File: src/rtl/decode_stage.sv
// rtl/decode_stage.sv - registered instruction-decode stage with two-entry skid buffer
module decode_stage #(
  parameter int INSTR_W = 32,
  parameter int OPC_W   = 4,
  parameter int REG_W   = 5,
  parameter int DATA_W  = 32,
  parameter int PC_W    = 32,
  parameter int CNT_W   = 32,
  parameter logic [2**OPC_W-1:0] VALID_OPC_MASK = '1
) (
  input  logic                               clk,
  input  logic                               reset,
  input  logic                               flush,
  input  logic                               in_valid,
  output logic                               in_ready,
  input  logic [INSTR_W-1:0]                 in_instr,
  input  logic [PC_W-1:0]                    in_pc,
  output logic                               out_valid,
  input  logic                               out_ready,
  output logic [OPC_W-1:0]                   out_opcode,
  output logic [REG_W-1:0]                   out_reg_d,
  output logic [REG_W-1:0]                   out_reg_b,
  output logic [REG_W-1:0]                   out_reg_a,
  output logic [INSTR_W-OPC_W-3*REG_W-1:0]   out_offset,
  output logic [DATA_W-1:0]                  out_imm,
  output logic                               out_illegal,
  output logic [PC_W-1:0]                    out_pc,
  output logic [CNT_W-1:0]                   decoded_count
);
  localparam int OFF_W = INSTR_W - OPC_W - 3*REG_W;

  logic [INSTR_W-1:0] main_instr, skid_instr;
  logic [PC_W-1:0]    main_pc, skid_pc;
  logic               main_valid, skid_valid;
  logic               accept, handshake;

  // in_ready depends only on registered state, never on out_ready.
  assign in_ready  = !skid_valid;
  assign out_valid = main_valid;
  assign accept    = in_valid && in_ready && !flush;
  assign handshake = main_valid && out_ready;

  always_ff @(posedge clk) begin
    if (reset) begin
      main_valid    <= 1'b0;
      skid_valid    <= 1'b0;
      main_instr    <= '0;
      main_pc       <= '0;
      skid_instr    <= '0;
      skid_pc       <= '0;
      decoded_count <= '0;
    end else begin
      if (handshake)
        decoded_count <= decoded_count + CNT_W'(1);
      if (flush) begin
        main_valid <= 1'b0;
        skid_valid <= 1'b0;
      end else if (!main_valid || out_ready) begin
        if (skid_valid) begin
          main_instr <= skid_instr;
          main_pc    <= skid_pc;
          main_valid <= 1'b1;
          skid_valid <= accept;
          if (accept) begin
            skid_instr <= in_instr;
            skid_pc    <= in_pc;
          end
        end else if (accept) begin
          main_instr <= in_instr;
          main_pc    <= in_pc;
          main_valid <= 1'b1;
        end else begin
          main_valid <= 1'b0;
        end
      end else if (accept) begin
        skid_instr <= in_instr;
        skid_pc    <= in_pc;
        skid_valid <= 1'b1;
      end
    end
  end

  assign out_opcode  = main_instr[OPC_W-1:0];
  assign out_reg_d   = main_instr[OPC_W +: REG_W];
  assign out_reg_b   = main_instr[OPC_W+REG_W +: REG_W];
  assign out_reg_a   = main_instr[OPC_W+2*REG_W +: REG_W];
  assign out_offset  = main_instr[INSTR_W-1 -: OFF_W];
  assign out_imm     = DATA_W'($signed(out_offset));
  assign out_illegal = !VALID_OPC_MASK[out_opcode];
  assign out_pc      = main_pc;
endmodule

File: config.mk
export PLATFORM = sky130hd
export DESIGN_NAME = decode_stage
export DESIGN_NICKNAME = d
export VERILOG_FILES = /design/src/rtl/decode_stage.sv
export SDC_FILE = /design/constraint.sdc
export NUM_CORES = 1
export LEC_CHECK = 0
export CAP_MARGIN = 20
export CORE_MARGIN = 1.5
export CORE_UTILIZATION = 43
export DETAILED_ROUTE_END_ITERATION = 10
export PLACE_DENSITY_LB_ADDON = 0.05
export SLEW_MARGIN = 25
export SYNTH_ARGS = -nofsm -noshare
export SYNTH_HDL_FRONTEND = slang
export SYNTH_SLANG_ARGS = --single-unit
File: constraint.sdc
create_clock -name clk -period 1.7 [get_ports clk]
set_input_delay 0.255 -clock clk [delete_from_list [all_inputs] [get_ports clk]]
set_output_delay 0.255 -clock clk [all_outputs]
set_load 0.1 [all_outputs]
# --- After elaboration in Yosys (flattened, before gate mapping) ---
# Memories as Yosys holds them, arrays and structs flattened. A register that Yosys moved wholly into a read port is not among the register bits.
# Cells that the tools add are included.
word_totals:
  regBits: 162
  latch_bits: 0
  ramBits: 0
  romBits: 16
  inputBits: 69
  mem_count: 1
op_classes:
  addsub: 1
  n_mul: 0
  div: 0
  magnitude_cmp: 1
  n_eq_ne: 1
  shift: 0
  n_mux: 18
  n_bitwise: 1
  n_reduce_logical: 13
mem_list:
  columns: ["name", "words", "word_bits", "rd", "rd_clocked_by_memory_dff", "wr", "line", "source"]
  rows:
  - ["(no name shown)", 16, 1, 1, 1, 0, "89", "assign out_illegal = !VALID_OPC_MASK[out_opcode];"]
op_table:
  columns: ["operator", "n"]
  rows:
  - ["two-way mux 32 bit", 10]
  - ["adder 32 x 1 -> 32 bit (second input constant)", 1]
  - ["two-way mux 4 bit", 2]
  - ["two-way mux 1 bit", 6]
  - ["less-than comparator 4 x 5 -> 1 bit (second input constant)", 1]
  - ["zero test 1 bit", 4]
  - ["nonzero test 2 bit", 2]
  - ["logical AND 1 bit", 3]
  - ["AND reduction 3 bit", 1]
  - ["inequality test 2 bit (second input constant)", 1]
  - ["AND reduction 2 bit", 1]
  - ["OR reduction 2 bit", 1]
  - ["logical OR 1 bit", 1]
  - ["inverter 1 bit", 1]

# --- Longest topological paths before layout ---
logic_depth:
  ltp_word: 7
  ltp_mapped: 7

# --- Least setup slack after synthesis ---
# OpenSTA, ideal clock, no wires.
synth_timing:
  kind: "reg-to-reg"
  from: "register decoded_count[8]"
  to: "register decoded_count[29]"
  arrival_time_ns: 2.372
  required_ns: 1.579
  setup_slack_ns: -0.793
  path_stages_with_launch: 6
  synth_period_minus_slack_ns: 2.493
  cell_sequence: "dfxtp_1 and4_4 nand3_2 buf_2 nor4_1 mux2_2"
synth_between:
  elab_chain_len: 1
synth_rtl:
  columns: ["item", "line", "source"]
  rows:
  - ["start, declared", "28", "output logic [CNT_W-1:0] decoded_count"]
  - ["start signal, assigned", "54", "decoded_count <= decoded_count + CNT_W'(1);"]
  - ["adder 32 x 1 -> 32 bit", "54", null]
# Every way passes these cells.
# A chain may end at the register's enable or synchronous reset.

# --- Worst setup path after layout ---
layout_timing:
  from: "register decoded_count[8]"
  to: "register decoded_count[15]"
# The elaborated chain is that of the path after synthesis.

==> metrics <==
synth top area cells dfxtp_1, mux2i_1, nand2_1; Sink Count 162; EDFF count, synth 0; Storage cell area approximately 0.0034 sq mm; fmax 614 MHz; total negative slack 0 ns; first-pass GRT wire length 29700 um; DP Wirelength ~13000 um; CTS tree yes; Worst Setup End Kind register; WHS 0.280 ns; Syn. warnings 0; pwr/cell area 910 mW/mm^2; root buf cell clkbuf_16; Initial Utilization 43.7%; die height 130 um; final WL 18700 um; Arr. time, crit path 1.97 ns; Pre-antenna DRT Iters 5; CP Max Fanout 7; mapped cell area 0.00690 sq mm; register area share after synthesis between 40% and 50%; Worst-path clk slew approximately 0.060 ns; Die X between 100 and 150 um; top-area cell type share of the netlist area 47.0%; area of the multi-input gates 0.00321 sq mm; wire length on met2 9200 um; GRT Overall Usage 22.3%; placed cells 1151; gpl congestion 0.798; gate count of the mapped netlist between 700 and 800; run status complete, no violations; Layout Cells excl Fill 1193; pin count of the biggest net entering global routing 53; Final Cycle Share a little over nine tenths; worst vdd ir 0.641 mV; Synth Area per Inst 8.75 sq um; Final min period about 1.6 ns; Via Count ~6.2k; Critical Path RT between 2 and 2.5 ns; Slew Viols, Final 0; die area 0.0168 sq mm; average wire per standard cell between 15 and 20 um; Max Cap Viol 0; Seq cells post-synth about 160; final net count 1034; DRT met1 WL 8090 um; ANT nets after route 0; post-synth top area cell dfxtp_1; Clock Tree Buf Depth 2; top sig layer met4; Synth Flop Type dfxtp_1; CORE AREA 0.0158 sq mm; Final Setup Violations 0; Fin. Hold Viols 0; vias per cell just over 5; WS Path Type register to register; cts bufs inserted 17; register-to-register setup slack just over 0.07 ns; crit start category register; worst skew pair latency about 0.42 ns; post-synth net total ~860; met3 routed WL 1090 um; Overflow after GRT 0; Area growth syn-to-layout 64.4%; Cell Rows 46; RSZ-0062 raised after global routing true; count of different cell masters after synthesis 36; clock skew 0.00943 ns; Iteration-0 DRC Markers between 300 and 400; # diodes 0; Port-buffer cells 198; vias in the first global route 6111; final-layout fill cell count 1116; Lkg Pwr 4.00 nW; DRC 0; layout cell share with drive strength beyond 1 28.4%; htree depth 4; Min-Delay Path Class input port to register; Core Util, Final 71.9%; Total Power between 10 and 15 mW; initial antenna violation count 0; I/O pin count 200; FFs w/ async S/R, synth 0%
cell families (layout without fill, tap and decap cells):
group                    count (synthesis)  after routing  share of synthesized area [%]
buffers and inverters                   99            286                           8.16
other                                    1              1                         0.0544
AND/OR/NAND/NOR                        284            286                           18.7
multiplexers                            69             69                           10.1
adder cells (fa/ha/maj)                  1              1                          0.181
AO/OA/AOI/OAI                          162            162                           14.5
flip-flops                             162            162                           47.0
XOR/XNOR                                10             10                           1.27
Yosys cell counts, types with 7 or more instances:
| master | n |
|---|---|
| dfxtp_1 | 162 |
| nand2_1 | 140 |
| a21oi_1 | 81 |
| nor2_1 | 81 |
| a211oi_1 | 65 |
| mux2i_1 | 64 |
| buf_4 | 35 |
| clkbuf_1 | 29 |
| buf_2 | 23 |
| o31ai_1 | 11 |
| or4_1 | 11 |
| nand3_1 | 8 |
| nand4_1 | 8 |
| xor2_1 | 7 |
path summary, 6_finish.rpt:
check,startpoint,end,cells after the start
max reg2reg,decoded_count[8],decoded_count[15],5
max,decoded_count[8],decoded_count[15],5
min reg2reg,skid_pc[23],skid_pc[23],2
min,reset,decoded_count[30],2
worst max-delay path: stages (launching register included):
cell	delay [ns]
dfxtp_4	0.37
and4_4	0.33
nand3_2	0.21
buf_4	0.21
or3_1	0.31
a21oi_1	0.13
power by group:
part	total (mW)	internal, mW	switching, mW	leakage, nW
clock	3.87	2.39	1.48	0.309
combinational	2.43	0.898	1.54	2.34
sequential	4.01	3.87	0.143	1.34
total	10.3	7.16	3.16	4.00
placed cells by master, fill, tap and decap left out, types with 2 or more instances in the layout:
cell type	netlist	routed
buf_12	0	143
nand2_1	140	139
dfxtp_1	162	128
nor2_1	81	81
a21oi_1	81	80
clkdlybuf4s50_1	0	67
a211oi_1	65	65
mux2i_1	64	64
buf_4	35	37
dfxtp_4	0	30
clkbuf_16	0	20
o31ai_1	11	10
or4_1	11	8
nand4_1	8	8
xor2_1	7	7
nand3_1	8	7
nor2b_1	6	6
inv_1	5	5
nor4_2	0	5
o21ai_0	5	5
or3_1	5	5
and4_1	6	4
and4_4	2	4
mux2_2	4	4
clkinv_2	0	4
dfxtp_2	0	4
or4_4	0	3
nand3_2	2	3
xnor2_1	3	3
clkbuf_8	0	3
and2_2	0	2
nand4_4	2	2
inv_4	0	2
clkbuf_1	29	2
sequential cells by signal, indices dropped and copies added (netlist names):
signal,flops
skid_valid,1
main_instr,32
skid_instr,32
skid_pc,32
out_valid,1
decoded_count,32
out_pc,32
per-layer routing:
layer / vias up / track usage (%)
met4: 0 / 8.04
met5: - / 0
met1: 2928 / 27.3
li1: 3073 / -
met3: 23 / 5.74
met2: 178 / 37.8
layout make-up:
class	count	area share (%)
inverters	5	0.166
flip-flops and latches	162	29.6
clock inverters	7	0.552
clock buffers	25	4.84
multi-input cells	529	28.3
well taps	216	2.38
repair buffers	249	34.1
stage by stage:
| stage | cell area (sq um) | worst slack [ns] |
|---|---|---|
| after floorplan | 7050 | -0.165 |
| after global placement | 10600 | -0.249 |
| after detailed placement | 10600 | -0.279 |
| after CTS | 11200 | 0.00575 |
| after global routing | 11300 | -0.0146 |
| final | 11300 | 0.0722 |
repair_timing:
item                                    4_1_cts  5_1_grt
cloned                                        1        2
hold buffers                                  0        0
endpoints found under the setup margin       12       14
buffers inserted                              1        6
pin swaps                                     1        5
resized for setup                             2       15
Note: power is estimated with default switching activity, not from simulation.
